--- src/rtl/dm_pkg.sv ---
// dm_pkg: shared size codes, FSM state encodings and byte-enable constants for the data-memory access unit
package dm_pkg;
  typedef enum logic [1:0] {
    SZ_B = 2'd0,
    SZ_H = 2'd1,
    SZ_W = 2'd2,
    SZ_R = 2'd3
  } size_e;
  typedef enum logic [1:0] {
    S_IDLE = 2'd0,
    S_BUSY = 2'd1,
    S_DONE = 2'd2
  } state_e;
  localparam logic [3:0] BE_B  = 4'b0001;
  localparam logic [3:0] BE_HL = 4'b0011;
  localparam logic [3:0] BE_HH = 4'b1100;
  localparam logic [3:0] BE_W  = 4'b1111;
endpackage

--- src/rtl/dm_load_ext.sv ---
// dm_load_ext: selects the addressed byte/half lane of a raw read word and sign/zero-extends it to 32 bits
module dm_load_ext
  import dm_pkg::*;
(
  input  logic [1:0]  i_size,
  input  logic        i_unsigned,
  input  logic [1:0]  i_a,
  input  logic [31:0] i_raw,
  output logic [31:0] o_data
);
  logic [7:0]  w_byte;
  logic [15:0] w_half;
  logic        w_bsign;
  logic        w_hsign;
  assign w_byte  = i_raw[{i_a, 3'b000} +: 8];
  assign w_half  = i_a[1] ? i_raw[31:16] : i_raw[15:0];
  assign w_bsign = ~i_unsigned & w_byte[7];
  assign w_hsign = ~i_unsigned & w_half[15];
  // Reserved size falls through to the word path with the raw word unchanged
  always_comb begin
    o_data = (i_size == SZ_B) ? {{24{w_bsign}}, w_byte} :
             (i_size == SZ_H) ? {{16{w_hsign}}, w_half} : i_raw;
  end
endmodule

--- src/rtl/dm_access_unit.sv ---
// dm_access_unit: M-stage load/store unit with lane packing, req/ack memory handshake and load extension;
// define DM_ALIGN_EXC_EN to raise exc_o on misaligned half/word accesses instead of forcing them aligned
module dm_access_unit
  import dm_pkg::*;
#(
  parameter int AW = 32,
  parameter int DW = 32
) (
  input  logic          clk,
  input  logic          rst_n,
  input  logic          req_valid_i,
  input  logic          req_we_i,
  input  logic [1:0]    req_size_i,
  input  logic          req_unsigned_i,
  input  logic [AW-1:0] req_addr_i,
  input  logic [DW-1:0] req_wdata_i,
  output logic          stall_o,
  output logic          done_o,
  output logic [DW-1:0] rdata_o,
  output logic          exc_o,
  output logic          mem_req_o,
  output logic          mem_we_o,
  output logic [3:0]    mem_be_o,
  output logic [AW-1:0] mem_addr_o,
  output logic [DW-1:0] mem_wdata_o,
  input  logic          mem_ack_i,
  input  logic [DW-1:0] mem_rdata_i
);
  state_e        r_state;
  state_e        w_next;
  size_e         w_size;
  logic [1:0]    w_a;
  logic [3:0]    w_be;
  logic [DW-1:0] w_wdata;
  logic          w_exc;
  logic          w_start;
  logic [1:0]    r_size;
  logic          r_uns;
  logic [1:0]    r_a;
  logic [31:0]   w_ext;

  assign w_size = size_e'(req_size_i);

  // Force the lane offset aligned for the access size, then derive byte enables and replicated store data
  always_comb begin
    w_a     = (w_size == SZ_B) ? req_addr_i[1:0] :
              (w_size == SZ_H) ? {req_addr_i[1], 1'b0} : 2'b00;
    w_be    = (w_size == SZ_B) ? BE_B << w_a :
              (w_size == SZ_H) ? (w_a[1] ? BE_HH : BE_HL) : BE_W;
    w_wdata = (w_size == SZ_B) ? {4{req_wdata_i[7:0]}} :
              (w_size == SZ_H) ? {2{req_wdata_i[15:0]}} : req_wdata_i;
  end

`ifdef DM_ALIGN_EXC_EN
  logic w_mis;
  // Misaligned half (odd address) or word/reserved (any low bit set) is trapped instead of issued
  always_comb begin
    w_mis = ((w_size == SZ_H) && req_addr_i[0]) ||
            ((w_size == SZ_W || w_size == SZ_R) && (req_addr_i[1:0] != 2'b00));
    w_exc = w_mis;
  end
`else
  assign w_exc = 1'b0;
`endif

  assign w_start = (r_state == S_IDLE) && req_valid_i && !w_exc;
  assign stall_o = req_valid_i && (r_state != S_DONE);

  dm_load_ext u_ext (
    .i_size     (r_size),
    .i_unsigned (r_uns),
    .i_a        (r_a),
    .i_raw      (mem_rdata_i),
    .o_data     (w_ext)
  );

  // Next-state: DONE lasts one cycle and ignores req_valid_i so the completed instruction can advance
  always_comb begin
    w_next = r_state;
    case (r_state)
      S_IDLE:  w_next = req_valid_i ? (w_exc ? S_DONE : S_BUSY) : S_IDLE;
      S_BUSY:  w_next = mem_ack_i ? S_DONE : S_BUSY;
      S_DONE:  w_next = S_IDLE;
      default: w_next = S_IDLE;
    endcase
  end

  // State register
  always_ff @(posedge clk or negedge rst_n) begin
    if (!rst_n) r_state <= S_IDLE;
    else        r_state <= w_next;
  end

  // Registered memory interface, completion pulse and load result
  always_ff @(posedge clk or negedge rst_n) begin
    if (!rst_n) begin
      done_o      <= 1'b0;
      exc_o       <= 1'b0;
      rdata_o     <= '0;
      mem_req_o   <= 1'b0;
      mem_we_o    <= 1'b0;
      mem_be_o    <= 4'b0000;
      mem_addr_o  <= '0;
      mem_wdata_o <= '0;
      r_size      <= 2'b00;
      r_uns       <= 1'b0;
      r_a         <= 2'b00;
    end else begin
      done_o <= (w_next == S_DONE);
      exc_o  <= (r_state == S_IDLE) && req_valid_i && w_exc;
      if (w_start) begin
        mem_req_o   <= 1'b1;
        mem_we_o    <= req_we_i;
        mem_be_o    <= w_be;
        mem_addr_o  <= {req_addr_i[AW-1:2], 2'b00};
        mem_wdata_o <= w_wdata;
        r_size      <= req_size_i;
        r_uns       <= req_unsigned_i;
        r_a         <= w_a;
      end
      if ((r_state == S_BUSY) && mem_ack_i) begin
        mem_req_o <= 1'b0;
        if (!mem_we_o) rdata_o <= w_ext;
      end
    end
  end
endmodule

--- config.mk ---
export PLATFORM = sky130hd
export DESIGN_NAME = dm_access_unit
export DESIGN_NICKNAME = d
export VERILOG_FILES = /design/src/rtl/dm_pkg.sv /design/src/rtl/dm_load_ext.sv /design/src/rtl/dm_access_unit.sv
export SDC_FILE = /design/constraint.sdc
export NUM_CORES = 1
export LEC_CHECK = 0
export CAP_MARGIN = 15
export CORE_UTILIZATION = 28
export DETAILED_ROUTE_END_ITERATION = 7
export PLACE_DENSITY_LB_ADDON = 0.12
export SETUP_SLACK_MARGIN = 0.4
export SLEW_MARGIN = 20
export SYNTH_ARGS = -nofsm -noshare
export SYNTH_HDL_FRONTEND = slang
export SYNTH_SLANG_ARGS = --single-unit
--- constraint.sdc ---
create_clock -name clk -period 1.8 [get_ports clk]
set_clock_uncertainty 0.2 [all_clocks]
set_input_delay 0.45 -clock clk [delete_from_list [all_inputs] [get_ports clk]]
set_output_delay 0.45 -clock clk [all_outputs]
set_load 0.005 [all_outputs]
== After elaboration in Yosys (flattened, before gate mapping) ==
Index checks and enable logic that the tools add are counted.

* Eq/ne operators: 5
* Shift operators: 2
* Mux-type cells: 15
* Bitwise gates (word level): 4
* Reduce and logical (&&, ||, !) cells: 8

{| class="wikitable"
|+ Operators by type and width
! cell !! count
|-
| $mux 32 || 4
|-
| $shiftx 32x6->8 || 1
|-
| $mux 16 || 1
|-
| $mux 4 || 3
|-
| $eq 2x1->1 const B || 3
|-
| $logic_not 2->1 || 3
|-
| $mux 2 || 3
|-
| $pmux 2 s2 || 1
|-
| $shl 1x2->4 const A || 1
|-
| $logic_and 1x1->1 || 3
|-
| $mux 1 || 3
|-
| $and 1x1->1 || 2
|-
| $eq 2x2->1 const B || 1
|-
| $ne 2x2->1 const B || 1
|-
| $not 1->1 || 2
|-
| $reduce_and 2->1 || 1
|-
| $reduce_bool 2->1 || 1
|}

* Register bits: 108
* Output and inout bits: 105
* Word-level logic and storage cells: 45

== Longest topological paths before layout ==
* Depth after elaboration: 6
* Gate-level depth with buffers: 7
* Gate-level depth less buffers: 4

== Cells and area by module ==
From an unflattened synthesis, not the netlist that was laid out.

* Cells, all modules: 541
* Area total of the unflattened synthesis: 5,392.7 um^2

{| class="wikitable"
|+ By module, submodules not included
! module !! instances !! cells an instance !! area an instance (um^2)
|-
| dm_access_unit || 1 || 406 || 4,375.4
|-
| dm_load_ext || 1 || 135 || 1,017.2
|}

== Worst setup path before layout ==
No wires, ideal clock.

* Path kind: input -> register
* From: input port mem_ack_i
* To: register rdata_o[4]
* Setup time: 0.129 ns
* Data arrival time: 1.390 ns
* Slack: 0.081 ns
* Stages: 6
* Cell sequence: nand2_1 > or3_1 > buf_2 > buf_6 > a2111oi_2 > nor2_1

* Word-level cells in the longest chain between the ends: 2

{| class="wikitable"
|+ Ends and longest elaborated chain
! element !! line !! text
|-
| from (decl) || dm_access_unit.sv:26 || <nowiki>input logic mem_ack_i,</nowiki>
|-
| $logic_and 1x1->1 || dm_access_unit.sv:121 || <nowiki>if ((r_state == S_BUSY) && mem_ack_i) begin</nowiki>
|-
| $reduce_and 2->1 (no source line) || -- ||
|-
| to (signal assigned) || dm_access_unit.sv:123 || <nowiki>if (!mem_we_o) rdata_o <= w_ext;</nowiki>
|-
| to (decl) || dm_access_unit.sv:19 || <nowiki>output logic [DW-1:0] rdata_o,</nowiki>
|}

No other way between the ends.
A chain may end at the register's enable or synchronous reset.

== Final worst setup path ==
* From: register r_state[0]
* To: register mem_be_o[3]

* Word-level cells in the longest chain between the ends: 2

{| class="wikitable"
|+ Ends and longest elaborated chain
! element !! line !! text
|-
| from (decl) || dm_access_unit.sv:29 || <nowiki>state_e r_state;</nowiki>
|-
| from (signal assigned) || dm_access_unit.sv:91 || <nowiki>else r_state <= w_next;</nowiki>
|-
| $logic_not 2->1 || dm_access_unit.sv:66 || <nowiki>assign w_start = (r_state == S_IDLE) && req_valid_i && !w_exc;</nowiki>
|-
| $logic_and 1x1->1 || -- ||
|-
| to (signal assigned) || dm_access_unit.sv:114 || <nowiki>mem_be_o <= w_be;</nowiki>
|-
| to (decl) || dm_access_unit.sv:23 || <nowiki>output logic [3:0] mem_be_o,</nowiki>
|}

No other way between the ends.

==> insert_results.sql <==
INSERT INTO impl_metrics (metric_group, metric, value, unit) VALUES
('outcome', 'result_of_the_run', 'finished, violations left', ''),
('outcome', 'violations_in_the_final_reports', 'negative setup slack', ''),
('route', 'detail_route.first_pass.iterations', '6', ''),
('setup_path', 'crit-reg2reg-launch', 'r_state[0]$_DFF_PN0_', ''),
('layout', 'antenna_cells', '0', ''),
('global_routing', 'antenna_found_initial', '0', ''),
('sta', 'final-hold-violation-count', '0', ''),
('logic_synthesis', 'synthesis.area', '5095', 'sq um'),
('sta', 'final.setup.worst_slack', '-23.66', 'ps'),
('sta', 'layout_min_cycle_time', '1824', 'ps'),
('logic_synthesis', 'yosys.area.top_type_share', '0.5305', ''),
('power', 'worst_ir_drop_vdd', '754.2', 'uV'),
('logic_synthesis', 'synth_ff_type', 'dfrtp_1', ''),
('clock_network', 'path_clk_slew', '80', 'ps'),
('route', 'drt_iter0_drc', '246', ''),
('sta', 'post_route_hold_slack', '275.3', 'ps'),
('logic_synthesis', 'syn-mean-instance-area', '8.970', 'sq um'),
('layout', 'final-instance-count-excl-fill', '1168', ''),
('global_routing', 'largest_net_degree_at_the_start_of_global_routing', '39', ''),
('placement', 'placer_congestion_estimate', '0.8602', ''),
('sta', 'final.period_utilization', '1.013', ''),
('clock_network', 'cts.root.buffer_cell', 'clkbuf_16', ''),
('power', 'power_per_cell_area', '1497', 'nW/um^2'),
('route', 'drt_wl_cell', '18.05', 'um'),
('logic_synthesis', 'synth-seq-area-share', '0.5305', ''),
('clock_network', 'cts-buffers-inserted', '9', ''),
('setup_path', 'worstReg2RegEnd', 'mem_be_o[3]$_DFFE_PN0P_', ''),
('setup_path', 'setup.worst_path.class', 'reg2reg', ''),
('setup_path', 'critPathRequiredTime', '1850', 'ps'),
('route', 'routed_wirelength', '21.08', 'mm'),
('setup_path', 'setup.reg_to_reg.worst_slack', '-20', 'ps'),
('logic_synthesis', 'ys_async_rst_share', '1.000', ''),
('logic_synthesis', 'unique_masters_post_synth', '39', ''),
('setup_path', 'startpoint_type', 'register', ''),
('sta', 'timing.fmax', '548.3', 'MHz'),
('placement', 'io_buffers', '205', ''),
('sta', 'totalNegativeSetupSlack', '-97.88', 'ps'),
('worst_hold_path', 'hold_depth', '2', ''),
('layout', 'layout_common_cells', 'buf_4 (141), dfrtp_1 (102), clkdlybuf4s50_1 (98), buf_2 (97), nand2_1 (62)', ''),
('job', 'max_cap_viol_count', '0', ''),
('worst_hold_path', 'hold-path-endpoint', 'mem_addr_o[19]$_DFFE_PN0P_', ''),
('logic_synthesis', 'synth_enable_flop_cells', '0', ''),
('global_routing', 'first_global_vias', '5337', ''),
('power', 'cellLeakagePower', '4.862', 'nW'),
('clock_network', 'clock_insertion_delay_worst_skew', '350', 'ps'),
('logic_synthesis', 'synthesized_instance_count', '568', ''),
('layout', 'finalInstanceArea', '10100', 'sq um'),
('die', 'die_height', '136.9', 'um'),
('worst_hold_path', 'hold_path_class', 'reg2reg', ''),
('placement', 'post-dp-hpwl', '12.73', 'mm'),
('layout', 'number_of_nets_in_the_layout', '1042', ''),
('global_routing', 'grt_first_pass_wirelength', '28.43', 'mm'),
('layout', 'post-route-util', '0.5761', ''),
('route', 'num_vias', '5666', ''),
('clock_network', 'cts.sinks', '108', ''),
('placement', 'placement.cell_area', '7980', 'sq um'),
('route', 'vias_per_cell', '4.851', ''),
('layout', 'mostFrequentLayoutCell', 'buf_4', ''),
('clock_network', 'cts.path.max_buffers', '2', ''),
('die', 'row_count', '48', ''),
('setup_path', 'path_max_fanout', '6', ''),
('sta', 'rsz_0062_raised_after_global_routing', 'yes', ''),
('setup_path', 'worst_setup_path_startpoint', 'r_state[0]$_DFF_PN0_', ''),
('route', 'detail-route-antenna-nets', '0', ''),
('layout', 'drive_above_1_share', '0.5281', ''),
('die', 'die-width', '136.9', 'um'),
('global_routing', 'overflow', '0', ''),
('die', 'floorplan.die_area', '18740', 'sq um'),
('sta', 'setup-violations-final', '10', ''),
('logic_synthesis', 'yosys_warnings', '0', ''),
('layout', 'areaGrowthSynthToFinish', '98.30', '%');
## what timing repair did
| item | 4_1_cts | 5_1_grt |
|---|---|---|
| buffers inserted | 40 | 55 |
| hold buffers | 1 | 0 |
| endpoints found under the hold margin | 15 | 0 |
| resized for setup | 543 | 162 |
| endpoints found under the setup margin | 205 | 207 |
| gates cloned | 13 | 15 |
| pin swaps | 77 | 105 |
## registers in the layout (all words and copies together), names as in the netlist
name / cells
r_uns: 1
mem_req_o: 1
rdata_o: 32
mem_be_o: 4
r_size: 2
r_state: 2
r_a: 2
mem_wdata_o: 32
mem_we_o: 1
mem_addr_o: 30
done_o: 1
## critical path, cell delays in order (launching register included)
cell and delay [ps]:
dfrtp_2 470, buf_6 140, buf_6 110, nor2_4 150, buf_12 160, nand2_8 100, buf_12 160, buf_16 140
nand2_4 50, o21ai_2 40
## worst max-delay path by stage
stage	cells after the start	slack [ps]	end
final	9	-20	mem_be_o[3]$_DFFE_PN0P_
after global routing	6	-90	rdata_o[2]$_DFFE_PN0P_
after floorplan	5	110	rdata_o[6]$_DFFE_PN0P_
after detailed placement	6	-590	rdata_o[3]$_DFFE_PN0P_
after global placement	6	-560	rdata_o[2]$_DFFE_PN0P_
after CTS	6	-30	rdata_o[3]$_DFFE_PN0P_
## metrics by stage
step / total power [mW] / worst slack, ps
after floorplan: 6.696 / 108.9
after global placement: 10.09 / -560.8
after detailed placement: 10.24 / -591.5
after CTS: 12.85 / -26.35
after global routing: 16.00 / -91.41
final: 15.12 / -23.66
## routing by layer
| layer | global-route usage | vias to the layer above | routed length (um) |
|---|---|---|---|
| met4 | 0.06532 | 0 | 390 |
| met3 | 0.05630 | 32 | 1469 |
| met1 | 0.2464 | 2760 | 8360 |
| met5 | 0 | - | 0 |
| li1 | - | 2663 | - |
| met2 | 0.3398 | 211 | 10860 |
## synthesized netlist by cell type (3+ instances only)
master	n
buf_2	11
o21ai_0	35
dfrtp_1	108
nor2_1	46
nand3b_1	9
a31oi_1	8
a22o_1	7
a21oi_1	17
or4b_1	5
buf_4	3
a22oi_1	7
a2111oi_1	4
mux2i_1	32
nand2_1	177
a2111oi_2	3
nand3_1	39
clkbuf_1	26
inv_1	3
## cells by family after synthesis
kind of cell	after synthesis	share of synthesized area
compound gates	90	0.1174
buf+inv	48	0.04371
flops	108	0.5305
mux	33	0.06508
other cells	1	0.0007360
simple gates	288	0.2426
## power by group
group	leakage [nW]	internal [mW]	switching, mW
Combinational	3.42	4.84	3.99
Clock	0.133	0.958	0.977
Sequential	1.31	3.57	0.800
## cell type report
cell class | instances | area, sq um
multi-input cells | 418 | 3131
flip-flops and latches | 108 | 2710
fillers | 1550 | 7433
inverters | 4 | 17.52
repair buffers | 397 | 3680
well taps | 225 | 281.5
clock buffers | 9 | 225.2
clock inverters | 7 | 58.81
Power figures use the tool's default switching activity.
